`config.mk`:
```
export PLATFORM = sky130hd
export DESIGN_NAME = sensor_scan_controller
export DESIGN_NICKNAME = d
export VERILOG_FILES = /design/src/rtl/sensor_pkg.sv /design/src/rtl/sensor_scan_controller_echo_timer.sv /design/src/rtl/sensor_scan_controller.sv
export SDC_FILE = /design/constraint.sdc
export NUM_CORES = 1
export LEC_CHECK = 0
export BUFFER_PORTS_ARGS = -buffer_cell sky130_fd_sc_hd__buf_2
export CORE_ASPECT_RATIO = 0.75
export CORE_MARGIN = 2
export CORE_UTILIZATION = 27
export DETAILED_ROUTE_END_ITERATION = 6
export SYNTH_ARGS = -nofsm -noshare
export SYNTH_HDL_FRONTEND = slang
export SYNTH_HIERARCHICAL = 1
export SYNTH_SLANG_ARGS = --single-unit
```
`constraint.sdc`:
```
create_clock -name clk -period 2.9 [get_ports clk]
set_clock_uncertainty 0.15 [all_clocks]
set_input_delay 0.145 -clock clk [delete_from_list [all_inputs] [get_ports clk]]
set_output_delay 0.145 -clock clk [all_outputs]
set_load 0.1 [all_outputs]
```
`src/rtl/sensor_pkg.sv`:
```
// Shared types and defaults for the four-channel ultrasonic scan controller.
// Parameter defaults assume a 50 MHz clock driving HC-SR04 style sensors.
package sensor_pkg;

   localparam int NUM_SENSORS = 4;
   localparam int SEL_W       = $clog2(NUM_SENSORS);
   localparam int DIST_W      = 8;

   localparam int DEF_TRIG_CYCLES   = 500;
   localparam int DEF_CYCLES_PER_CM = 2950;
   localparam int DEF_MAX_CM        = 101;
   localparam int DEF_ECHO_TIMEOUT  = 1500000;
   localparam int DEF_GAP_CYCLES    = 3000000;

   typedef enum logic [2:0] {
      S_IDLE      = 3'd0,
      S_TRIG      = 3'd1,
      S_WAIT_ECHO = 3'd2,
      S_MEASURE   = 3'd3,
      S_STORE     = 3'd4,
      S_GAP       = 3'd5
   } state_t;

endpackage

```
`src/rtl/sensor_scan_controller_echo_timer.sv`:
```
// Echo pulse timing for one shot: cm prescaler, saturating cm counter, shot timeout.
// Counts update one cycle after the qualifying input; no backpressure.
module echo_timer
   import sensor_pkg::*;
#(
   parameter int CYCLES_PER_CM = DEF_CYCLES_PER_CM,
   parameter int MAX_CM        = DEF_MAX_CM,
   parameter int ECHO_TIMEOUT  = DEF_ECHO_TIMEOUT
) (
   input  logic              clk,
   input  logic              reset,
   input  logic              clear_i,
   input  logic              run_i,
   input  logic              count_i,
   output logic [DIST_W-1:0] cm_o,
   output logic              timeout_o
);

   localparam int PRE_W = $clog2(CYCLES_PER_CM);
   localparam int CM_W  = $clog2(MAX_CM + 1);
   localparam int TMR_W = $clog2(ECHO_TIMEOUT);

   localparam logic [PRE_W-1:0] PRE_LAST = PRE_W'(CYCLES_PER_CM - 1);
   localparam logic [CM_W-1:0]  CM_MAX   = CM_W'(MAX_CM);
   localparam logic [TMR_W-1:0] TMR_LAST = TMR_W'(ECHO_TIMEOUT - 1);

   logic [PRE_W-1:0] pre_q, pre_d;
   logic [CM_W-1:0]  cm_q, cm_d;
   logic [TMR_W-1:0] tmr_q, tmr_d;

   always_comb begin
      pre_d = pre_q;
      cm_d  = cm_q;
      tmr_d = tmr_q;
      if (clear_i) begin
         pre_d = '0;
         cm_d  = '0;
         tmr_d = '0;
      end else begin
         // Timer parks on its last value so it can never wrap.
         if (run_i && (tmr_q != TMR_LAST)) tmr_d = tmr_q + 1'b1;
         if (count_i) begin
            if (pre_q == PRE_LAST) begin
               pre_d = '0;
               if (cm_q != CM_MAX) cm_d = cm_q + 1'b1;
            end else begin
               pre_d = pre_q + 1'b1;
            end
         end
      end
   end

   always_ff @(posedge clk) begin
      if (reset) begin
         pre_q <= '0;
         cm_q  <= '0;
         tmr_q <= '0;
      end else begin
         pre_q <= pre_d;
         cm_q  <= cm_d;
         tmr_q <= tmr_d;
      end
   end

   assign timeout_o = run_i && (tmr_q == TMR_LAST);
   assign cm_o      = DIST_W'(cm_q);

endmodule

```
`src/rtl/sensor_scan_controller.sv`:
```
// Round-robin HC-SR04 scanner: trigger, time the echo, store distance in cm, settle.
// Echo seen 2 cycles late through synchronizers; result visible in the sample_valid cycle; no backpressure.
module sensor_scan_controller
   import sensor_pkg::*;
#(
   parameter int TRIG_CYCLES   = DEF_TRIG_CYCLES,
   parameter int CYCLES_PER_CM = DEF_CYCLES_PER_CM,
   parameter int MAX_CM        = DEF_MAX_CM,
   parameter int ECHO_TIMEOUT  = DEF_ECHO_TIMEOUT,
   parameter int GAP_CYCLES    = DEF_GAP_CYCLES
) (
   input  logic                          clk,
   input  logic                          reset,
   input  logic                          enable,
   input  logic [NUM_SENSORS-1:0]        echo,
   output logic [NUM_SENSORS-1:0]        trig,
   output logic [NUM_SENSORS*DIST_W-1:0] dist_all,
   output logic [NUM_SENSORS-1:0]        timeout_flags,
   output logic                          sample_valid,
   output logic [SEL_W-1:0]              sample_idx,
   output logic                          scan_done,
   output logic                          busy
);

   localparam int PH_MAX = (GAP_CYCLES > TRIG_CYCLES) ? GAP_CYCLES : TRIG_CYCLES;
   localparam int PH_W   = $clog2(PH_MAX);

   localparam logic [PH_W-1:0]   TRIG_LAST = PH_W'(TRIG_CYCLES - 1);
   localparam logic [PH_W-1:0]   GAP_LAST  = PH_W'(GAP_CYCLES - 1);
   localparam logic [DIST_W-1:0] DIST_MAX  = DIST_W'(MAX_CM);
   localparam logic [SEL_W-1:0]  SEL_LAST  = SEL_W'(NUM_SENSORS - 1);

   state_t                               state_q, state_d;
   logic [SEL_W-1:0]                     sel_q, sel_d;
   logic [PH_W-1:0]                      ph_q, ph_d;
   logic [NUM_SENSORS-1:0][DIST_W-1:0]   dist_q, dist_d;
   logic [NUM_SENSORS-1:0]               flag_q, flag_d;
   logic [NUM_SENSORS-1:0]               sync1_q, sync2_q;

   logic              echo_sel;
   logic              tmr_timeout;
   logic [DIST_W-1:0] tmr_cm;

   always_ff @(posedge clk) begin
      if (reset) begin
         sync1_q <= '0;
         sync2_q <= '0;
      end else begin
         sync1_q <= echo;
         sync2_q <= sync1_q;
      end
   end

   assign echo_sel = sync2_q[sel_q];

   echo_timer #(
      .CYCLES_PER_CM (CYCLES_PER_CM),
      .MAX_CM        (MAX_CM),
      .ECHO_TIMEOUT  (ECHO_TIMEOUT)
   ) u_echo_timer (
      .clk       (clk),
      .reset     (reset),
      .clear_i   (state_q == S_TRIG),
      .run_i     ((state_q == S_WAIT_ECHO) || (state_q == S_MEASURE)),
      .count_i   ((state_q == S_MEASURE) && echo_sel),
      .cm_o      (tmr_cm),
      .timeout_o (tmr_timeout)
   );

   always_comb begin
      state_d      = state_q;
      sel_d        = sel_q;
      ph_d         = '0;
      dist_d       = dist_q;
      flag_d       = flag_q;
      trig         = '0;
      sample_valid = 1'b0;
      scan_done    = 1'b0;
      case (state_q)
         S_IDLE: begin
            if (enable) state_d = S_TRIG;
         end
         S_TRIG: begin
            trig[sel_q] = 1'b1;
            if (ph_q == TRIG_LAST) state_d = S_WAIT_ECHO;
            else                   ph_d    = ph_q + 1'b1;
         end
         S_WAIT_ECHO, S_MEASURE: begin
            // Result is written on the way into STORE so it is visible with sample_valid.
            if (tmr_timeout) begin
               state_d       = S_STORE;
               dist_d[sel_q] = DIST_MAX;
               flag_d[sel_q] = 1'b1;
            end else if ((state_q == S_WAIT_ECHO) && echo_sel) begin
               state_d = S_MEASURE;
            end else if ((state_q == S_MEASURE) && !echo_sel) begin
               state_d       = S_STORE;
               dist_d[sel_q] = tmr_cm;
               flag_d[sel_q] = 1'b0;
            end
         end
         S_STORE: begin
            sample_valid = 1'b1;
            scan_done    = (sel_q == SEL_LAST);
            state_d      = S_GAP;
         end
         S_GAP: begin
            if (ph_q == GAP_LAST) begin
               sel_d   = sel_q + 1'b1;
               state_d = enable ? S_TRIG : S_IDLE;
            end else begin
               ph_d = ph_q + 1'b1;
            end
         end
         default: state_d = S_IDLE;
      endcase
   end

   always_ff @(posedge clk) begin
      if (reset) begin
         state_q <= S_IDLE;
         sel_q   <= '0;
         ph_q    <= '0;
         dist_q  <= '0;
         flag_q  <= '0;
      end else begin
         state_q <= state_d;
         sel_q   <= sel_d;
         ph_q    <= ph_d;
         dist_q  <= dist_d;
         flag_q  <= flag_d;
      end
   end

   assign dist_all      = dist_q;
   assign timeout_flags = flag_q;
   assign sample_idx    = sel_q;
   assign busy          = (state_q != S_IDLE);

endmodule
```
==> results of run 1 <==
## worst register-to-register path, cell delays in order, from the launching register on
cell and delay (ns):
dfxtp_2 0.35, mux4_2 0.41, and3_2 0.28, nand4_1 0.17
nor3_4 0.28, nand2_2 0.11, or4_1 0.47, a21oi_1 0.14
## stage by stage
step / std cells / setup slack, ns
after detailed placement: 831 / 0.485
after CTS: 851 / 0.446
after global placement: 831 / 0.542
after floorplan: 554 / 0.108
after global routing: 851 / 0.241
final: 851 / 0.473
## routing by layer
| layer | track usage | part of all wire | up-vias |
|---|---|---|---|
| met3 | 0.0369 | 0.050 | 7 |
| met5 | 0 | 0 | - |
| met2 | 0.150 | 0.38 | 56 |
| met1 | 0.168 | 0.56 | 1749 |
| met4 | 0.0321 | 0.0095 | 0 |
| li1 | - | - | 2005 |
## power by group through the flow
| stage | logic (mW) | clock network, mW | registers [mW] |
|---|---|---|---|
| after floorplan | 0.607 | 0 | 1.69 |
| after global placement | 0.801 | 0 | 1.66 |
| after detailed placement | 0.798 | 0 | 1.66 |
| after CTS | 0.804 | 1.26 | 1.62 |
| after global routing | 0.871 | 1.31 | 1.63 |
| final | 0.800 | 1.21 | 1.62 |
## Yosys cell counts (2+ instances only)
master,count,area [µm²]
and3_1,9,56.3
o21ai_0,6,30.0
nor3_1,14,70.1
or2_2,2,12.5
nand4_1,16,100
nand3_1,26,130
nor2_1,111,417
or3_1,4,25.0
a31o_2,3,26.3
buf_2,5,25.0
a21oi_1,13,65.1
o31ai_1,2,15.0
buf_8,4,60.1
and2_1,8,50.1
dfxtp_1,111,2220
mux2i_1,19,190
nor2_4,4,45.0
clkbuf_1,11,41.3
xnor2_1,24,210
buf_4,2,15.0
inv_1,14,52.6
nor4_1,8,50.1
ha_1,10,125
and4_1,5,43.8
nand2_1,34,128
a211oi_1,18,135
nor2b_1,14,87.6
a311oi_1,5,43.8
and4b_1,2,20.0
nand2b_1,2,12.5
xor2_1,26,228
## final cells by class
class                   count  area [µm²]  share of cell area
inverters                  14        52.6             0.00913
well taps                 242         303              0.0526
multi-input cells         405        2520               0.437
repair buffers             64         365              0.0635
clock buffers              10         239              0.0415
flip-flops and latches    111        2220               0.387
clock inverters             5        52.6             0.00913
## cell usage in the layout (no fill, tap or decap), types with 2 or more instances in the layout
cell type | synthesis | routed
nor2_1 | 111 | 111
dfxtp_1 | 111 | 109
buf_2 | 5 | 51
nand2_1 | 34 | 34
nand3_1 | 26 | 26
xor2_1 | 26 | 26
xnor2_1 | 24 | 24
mux2i_1 | 19 | 19
a211oi_1 | 18 | 18
nand4_1 | 16 | 16
inv_1 | 14 | 14
nor2b_1 | 14 | 14
nor3_1 | 14 | 14
a21oi_1 | 13 | 13
ha_1 | 10 | 10
and3_1 | 9 | 9
clkbuf_16 | 0 | 9
and2_1 | 8 | 8
nor4_1 | 8 | 8
buf_4 | 2 | 8
o21ai_0 | 6 | 6
and4_1 | 5 | 5
a311oi_1 | 5 | 5
dlygate4sd3_1 | 1 | 5
or3_1 | 4 | 4
nor2_4 | 4 | 4
a31o_2 | 3 | 3
nand2b_1 | 2 | 2
and4b_1 | 2 | 2
o31ai_1 | 2 | 2
or2_2 | 2 | 2
inv_6 | 0 | 2
dfxtp_2 | 0 | 2
## state kept, by name, indices dropped and copies added (netlist names), named ones only
name                flops
dist_all               32
ph_q                   22
u_echo_timer/tmr_q     21
u_echo_timer/pre_q     12
u_echo_timer/cm_q       7
sync1_q                 4
sync2_q                 4
state_q                 3
sample_idx              2
## cell families (layout without fill, tap and decap cells)
| family | after synthesis | in the layout |
|---|---|---|
| muxes | 20 | 20 |
| other | 1 | 1 |
| adders and majority gates | 10 | 10 |
| and+or+nand+nor | 269 | 269 |
| buffers and inverters | 38 | 93 |
| AOI/OAI and AO/OA | 55 | 55 |
| DFF | 111 | 111 |
| xor gates and xnor gates | 50 | 50 |
## worst paths after layout
check	end	start	cells after the start	slack, ns
max	trig[3]	state_q[0]	5	0.47
min	state_q[0]	enable	5	0.11
max reg2reg	u_echo_timer/cm_q[6]	sample_idx[0]	7	0.47
min reg2reg	sync2_q[3]	sync1_q[3]	1	0.29
==> flow_summary.yaml, run 1 <==
run_status:
  status: "finished clean"
clocking:
  cts_root_buf: "clkbuf_16"
  cts.sinks: 111
  cts_setup_buffers: 0
  h-tree-depth: 3
  ctsHoldBuffers: 5
  clk_pin_slew_ns: 0.07
  cts_tree: "built"
  cts_made_buffers: 9
  insertion_delay_ns: 0.35
  cts.path.max_buffers: 2
  post_cts_resized: 0
setup_path:
  cp.arrival_ns: 2.13
  critPathRequiredTime_ns: 2.61
  crit_type: "reg2out"
  path_cells: "nand2b_1, nor2_1, buf_4, and2_1, buf_2"
  crit_buf_inv: 2
  cp-start-kind: "flip-flop"
  slowest_stage: "dfxtp_1"
  crit_fanout: 12
  critPathTopFamily: "buffers and inverters"
  cpPeakStageDelay_ns: 0.59
  endpoint_kind: "primary output"
power:
  clkPwrFrac: 0.332
  finalPower_mw: 3.63
  p_per_area_nw_per_um2: 631
  pwr-share-comb: 0.221
  intPower_mw: 2.40
  p_leak_nw: 2.06
  p_sw_mw: 1.23
  switching_share: 0.339
  seq_power_share: 0.447
  ir_drop_mv: 0.327
synth:
  synth_fa_ha_area_frac: 0.0253
  synth_edf_count: 0
  synth-xor-area-share: 0.0884
  synth_top_flop_cell: "dfxtp_1"
  synth-simple-area-share: 0.272
  synth_compound_area_frac: 0.0793
  yosys_warnings: 6
  synth.distinct_cells: 53
  syn_nets: 571
  synth_top_family_by_area: "simple AND/OR/NAND/NOR gates"
  async_reset_ff_frac: 0
  yosys_register_bits: 111
  avgSynthCellArea_um2: 8.94
  mappedNetlistArea_um2: 4950
  yosys-mux-area-fraction: 0.0430
  seq_area_frac_synth: 0.449
  synthCells: 554
routing:
  totalWireLength_um: 10400
  ant_nets: 0
  routedWlPerCell_um: 12.2
  avgViaCountPerCell: 4.49
  num_vias: 3817
  first_pass_iters: 4
  drtIter0Drc: 193
  remaining_drc_errors: 0
global_route:
  grt_overflow: 0
  grt_max_degree: 48
  grt_usage: 0.112
  antenna_found_initial: 0
  grt_pass1_vias: 3458
  grt_pass1_wl_um: 17700
sta:
  fmaxAchievable_mhz: 412
  slew_violations: 0
  slew_headroom: 0.520
  timing.hold.ws_ns: 0.109
  min_period_ns: 2.43
  hold_viol: 0
  setup_viol: 0
  setup_tns_ns: 0
  tightest_slew_ns: 0.714
  final.period_utilization: 0.837
  rsz0062_at_grt: "no"
layout:
  fin_util: 0.323
  n_fill_cell: 1892
  final_cell_area_um2: 5750
  area_growth_pct: 16.2
  diodes: 0
  drive_above_1_share: 0.154
  nNetsFinal: 622
placed_design:
  dpl_cell_area_um2: 5410
  hpwl_um: 7530
  io_buffer_count: 51
  gp_congestion: 0.760
floorplanning:
  start_util: 0.278
  die_width_um: 160
  rows: 42
  core_area_um2: 17800
  die_h_um: 121
  io_pins: 52
  dieArea_um2: 19500
hold_path:
  worst_hold_path_type: "in2reg"
job:
  drv_cap: 0
Note: power is estimated with default switching activity, not from simulation.
==> inputs of run 2 (changes only) <==
==> constraint.sdc (replaced) <==
create_clock -name clk -period 2.51 [get_ports clk]
set_clock_uncertainty 0.15 [all_clocks]
set_input_delay 0.1255 -clock clk [delete_from_list [all_inputs] [get_ports clk]]
set_output_delay 0.1255 -clock clk [all_outputs]
set_load 0.1 [all_outputs]
==> flow_summary.yaml, run 2 (same netlist as run 1, synthesis figures left out) <==
placed_design:
  dpl_cell_area_um2: 5480
  io_buffer_count: 51
  gp_congestion: 0.806
  dp.cells: 839
  hpwl_um: 7820
  pre_cts_slack_ns: 0.118
routing:
  routedWlPerCell_um: 12.6
  num_vias: 3861
  first_pass_iters: 4
  ant_nets: 0
  drtIter0Drc: 281
  avgViaCountPerCell: 4.47
  remaining_drc_errors: 0
  totalWireLength_um: 10900
global_route:
  grt_pass1_vias: 3604
  grt_overflow: 0
  grt_max_degree: 38
  grt_usage: 0.118
  grt_pass1_wl_um: 18400
  antenna_found_initial: 0
power:
  p_leak_nw: 2.14
  finalPower_mw: 4.29
  p_per_area_nw_per_um2: 726
  ir_drop_mv: 0.399
layout:
  nNetsFinal: 633
  drive_above_1_share: 0.172
  fin_util: 0.332
  diodes: 0
  final_cell_mix: "nor2_1, dfxtp_1, buf_2, nand2_1"
  mostFrequentLayoutCell: "nor2_1"
  stdcell_count: 863
  n_fill_cell: 1842
  area_growth_pct: 19.4
  final_cell_area_um2: 5910
  largest_reg_flops: 32
floorplanning:
  start_util: 0.278
  dieArea_um2: 19500
  core_area_um2: 17800
  io_pins: 52
  die_h_um: 121
  die_width_um: 160
  rows: 42
clocking:
  post_cts_resized: 0
  cts_tree: "built"
  cts_made_buffers: 9
  h-tree-depth: 3
  insertion_delay_ns: 0.35
  clk_pin_slew_ns: 0.08
  cts.sinks: 111
  cts.path.max_buffers: 2
  cts_root_buf: "clkbuf_16"
setup_path:
  cpPeakStageDelay_ns: 0.41
  crit_buf_inv: 0
  slowest_stage: "mux4_2"
  cp-start-kind: "flip-flop"
  path_cells: "mux4_2, and3_4, nand4_1, nor3_4, nand2_2, or4_1, a21oi_1"
  cp.arrival_ns: 2.51
  endpoint_kind: "flip-flop"
  critPathRequiredTime_ns: 2.65
  crit_fanout: 7
  critPathTopFamily: "simple AND/OR/NAND/NOR gates"
  crit_type: "reg2reg"
hold_path:
  worst_hold_path_type: "in2reg"
sta:
  rsz0062_at_grt: "no"
  min_period_ns: 2.38
  setup_tns_ns: 0
  final.period_utilization: 0.947
  timing.hold.ws_ns: 0.0491
  tightest_slew_ns: 0.528
  slew_violations: 0
  worst_slack_ns: 0.134
  hold_viol: 0
  setup_viol: 0
  slew_headroom: 0.645
  fmaxAchievable_mhz: 421
job:
  drv_cap: 0
run_status:
  status: "finished clean"
run 2: path summary, 6_finish.rpt:
| check | start | slack (ns) | cells past startpoint | endpoint |
|---|---|---|---|---|
| setup / recovery | sample_idx[0] | 0.13 | 7 | u_echo_timer/cm_q[6] |
| hold / removal | reset | 0.05 | 2 | dist_all[14] |
| setup reg to reg | sample_idx[0] | 0.13 | 7 | u_echo_timer/cm_q[6] |
| hold reg to reg | sync1_q[3] | 0.29 | 1 | sync2_q[3] |
run 2: report_power, final:
group	internal, mW	total [mW]	leakage [nW]	switching (mW)
combinational	0.283	1.01	1.09	0.727
sequential	1.81	1.85	0.898	0.0402
clock	0.715	1.43	0.151	0.718
total	2.80	4.29	2.14	1.49
run 2: repair_timing:
item / 4_1_cts / 5_1_grt
setup endpoints to repair: 0 / 32
hold endpoints to repair: 4 / 0
buffers inserted: 0 / 4
hold buffers: 4 / 0
run 2: metal layers:
| metal | part of all wire | global-route usage |
|---|---|---|
| met1 | 0.54 | 0.170 |
| met2 | 0.41 | 0.171 |
| met3 | 0.047 | 0.0369 |
| met4 | 0.0043 | 0.0287 |
| met5 | 0 | 0 |
run 2: cell type report:
class	instances	area (µm²)	area share
timing repair buffer	75	495	0.0838
inverter	14	52.6	0.00889
clock inverter	7	83.8	0.0142
multi-input combinational	405	2520	0.427
clock buffer	9	225	0.0381
tap	242	303	0.0512
sequential	111	2230	0.377
==> inputs of run 3 (changes only) <==
--- a/config.mk
+++ b/config.mk
@@ -6,10 +6,13 @@
 export NUM_CORES = 1
 export LEC_CHECK = 0
 export BUFFER_PORTS_ARGS = -buffer_cell sky130_fd_sc_hd__buf_2
+export CELL_PAD_IN_SITES_DETAIL_PLACEMENT = 1
+export CELL_PAD_IN_SITES_GLOBAL_PLACEMENT = 2
 export CORE_ASPECT_RATIO = 0.75
 export CORE_MARGIN = 2
 export CORE_UTILIZATION = 27
 export DETAILED_ROUTE_END_ITERATION = 6
+export PLACE_DENSITY_LB_ADDON = 0.1
 export SYNTH_ARGS = -nofsm -noshare
 export SYNTH_HDL_FRONTEND = slang
 export SYNTH_HIERARCHICAL = 1
==> flow_summary.yaml, run 3 (same netlist as run 1, synthesis figures left out) <==
global_route:
  grt_pass1_vias: 4044
  grt_overflow: 0
  antenna_found_initial: 0
  grt_usage: 0.141
  grt_max_degree: 52
  grt_pass1_wl_um: 21500
power:
  ir_drop_mv: 0.549
  p_per_area_nw_per_um2: 743
  finalPower_mw: 4.47
  p_leak_nw: 2.19
setup_path:
  endpoint_kind: "flip-flop"
  crit_type: "reg2reg"
  r2r_end: "u_echo_timer/cm_q[6]"
  cp.arrival_ns: 2.45
  r2r-start: "sample_idx[0]"
  rr_worst_depth: 7
  ff2ff_setup_slack_ns: 0.19
  critPathRequiredTime_ns: 2.64
  cp-start-kind: "flip-flop"
  crit_fanout: 7
sta:
  hold_viol: 0
  min_period_ns: 2.32
  setup_tns_ns: 0
  setup_viol: 0
  slew_violations: 0
  final.period_utilization: 0.924
  fmaxAchievable_mhz: 431
  tightest_slew_ns: 0.583
  rsz0062_at_grt: "no"
  slew_headroom: 0.608
clocking:
  insertion_delay_ns: 0.36
  cts.path.max_buffers: 2
  cts_tree: "built"
  cts_root_buf: "clkbuf_16"
  cts.sinks: 111
  cts_made_buffers: 9
  h-tree-depth: 3
  clk_pin_slew_ns: 0.08
placed_design:
  gp_congestion: 0.752
  hpwl_um: 9610
  io_buffer_count: 51
floorplanning:
  die_width_um: 160
  io_pins: 52
  rows: 42
  dieArea_um2: 19500
  core_area_um2: 17800
  die_h_um: 121
  start_util: 0.278
routing:
  routedWlPerCell_um: 15.2
  remaining_drc_errors: 0
  first_pass_iters: 4
  ant_nets: 0
  top_layer_used: "met4"
  met1_length_um: 7330
  route.met2.wl_um: 5420
  route.met3.wl_um: 338
  avgViaCountPerCell: 4.63
  drtIter0Drc: 170
  totalWireLength_um: 13200
  num_vias: 4031
layout:
  mostFrequentLayoutCell: "nor2_1"
  multi_input_area_um2: 2530
  n_fill_cell: 2077
  seqCellArea_um2: 2230
  diodes: 0
  drive_above_1_share: 0.184
  final_cell_mix: "nor2_1, dfxtp_1, buf_2, nand2_1"
  area_growth_pct: 21.3
  nNetsFinal: 641
  largest_reg_flops: 32
hold_path:
  min_from: "enable"
  hold_depth: 5
  worst_hold_path_type: "in2reg"
  min_to: "state_q[0]"
job:
  drv_cap: 0
run_status:
  status: "finished clean"
[run 3: worst max path at each step]
stage,startpoint,to,cells after the start
floorplan,sample_idx[0],u_echo_timer/cm_q[6],8
global placement,u_echo_timer/tmr_q[10],dist_all[31],9
detailed placement,u_echo_timer/tmr_q[10],dist_all[28],9
CTS,u_echo_timer/tmr_q[10],dist_all[28],9
global route,state_q[1],u_echo_timer/cm_q[6],7
finish,sample_idx[0],u_echo_timer/cm_q[6],7
[run 3: worst max-delay path, cell delays in order (launching register included)]
cell,delay [ns]
dfxtp_4,0.37
mux4_2,0.41
and3_4,0.27
nand4_1,0.18
nor3_4,0.22
nand2_2,0.10
or4_1,0.40
a21oi_1,0.15
[run 3: metrics by stage]
step / setup slack [ns] / instance area [µm²] / util / hold WS [ns] / instances
floorplan: 0.0688 / 4970 / - / 0.104 / 554
global placement: 0.171 / 5530 / 0.311 / 0.186 / 844
detailed placement: 0.0753 / 5530 / 0.311 / 0.192 / 844
CTS: 0.0747 / 5900 / 0.331 / 0.0805 / 865
global route: 0.000604 / 6010 / 0.337 / 0.120 / 871
finish: 0.190 / 6010 / 0.337 / 0.0948 / 871
[run 3: area by class of cell]
| class | instances | share of cell area |
|---|---|---|
| multi-input combinational | 405 | 0.421 |
| sequential | 111 | 0.371 |
| timing repair buffer | 83 | 0.0950 |
| tap | 242 | 0.0504 |
| clock buffer | 10 | 0.0398 |
| clock inverter | 6 | 0.0140 |
| inverter | 14 | 0.00875 |
[run 3: per-layer routing]
| layer | up-vias | GRT usage |
|---|---|---|
| met3 | 8 | 0.0338 |
| met1 | 1944 | 0.212 |
| li1 | 2040 | - |
| met4 | 0 | 0.0372 |
| met2 | 39 | 0.198 |
| met5 | - | 0 |
[run 3: report_power, final]
part           internal, mW  total [mW]  switching, mW  leakage, nW
combinational         0.305        1.07          0.764         1.14
clock                 0.830        1.57          0.738        0.159
sequential             1.81        1.83         0.0239        0.898
[run 3: repair_timing]
action / CTS / global route
resized for setup: 0 / 2
hold buffers: 5 / 0
setup buffers: 0 / 6
endpoints found under the setup margin: 0 / 55
endpoints found under the hold margin: 5 / 0
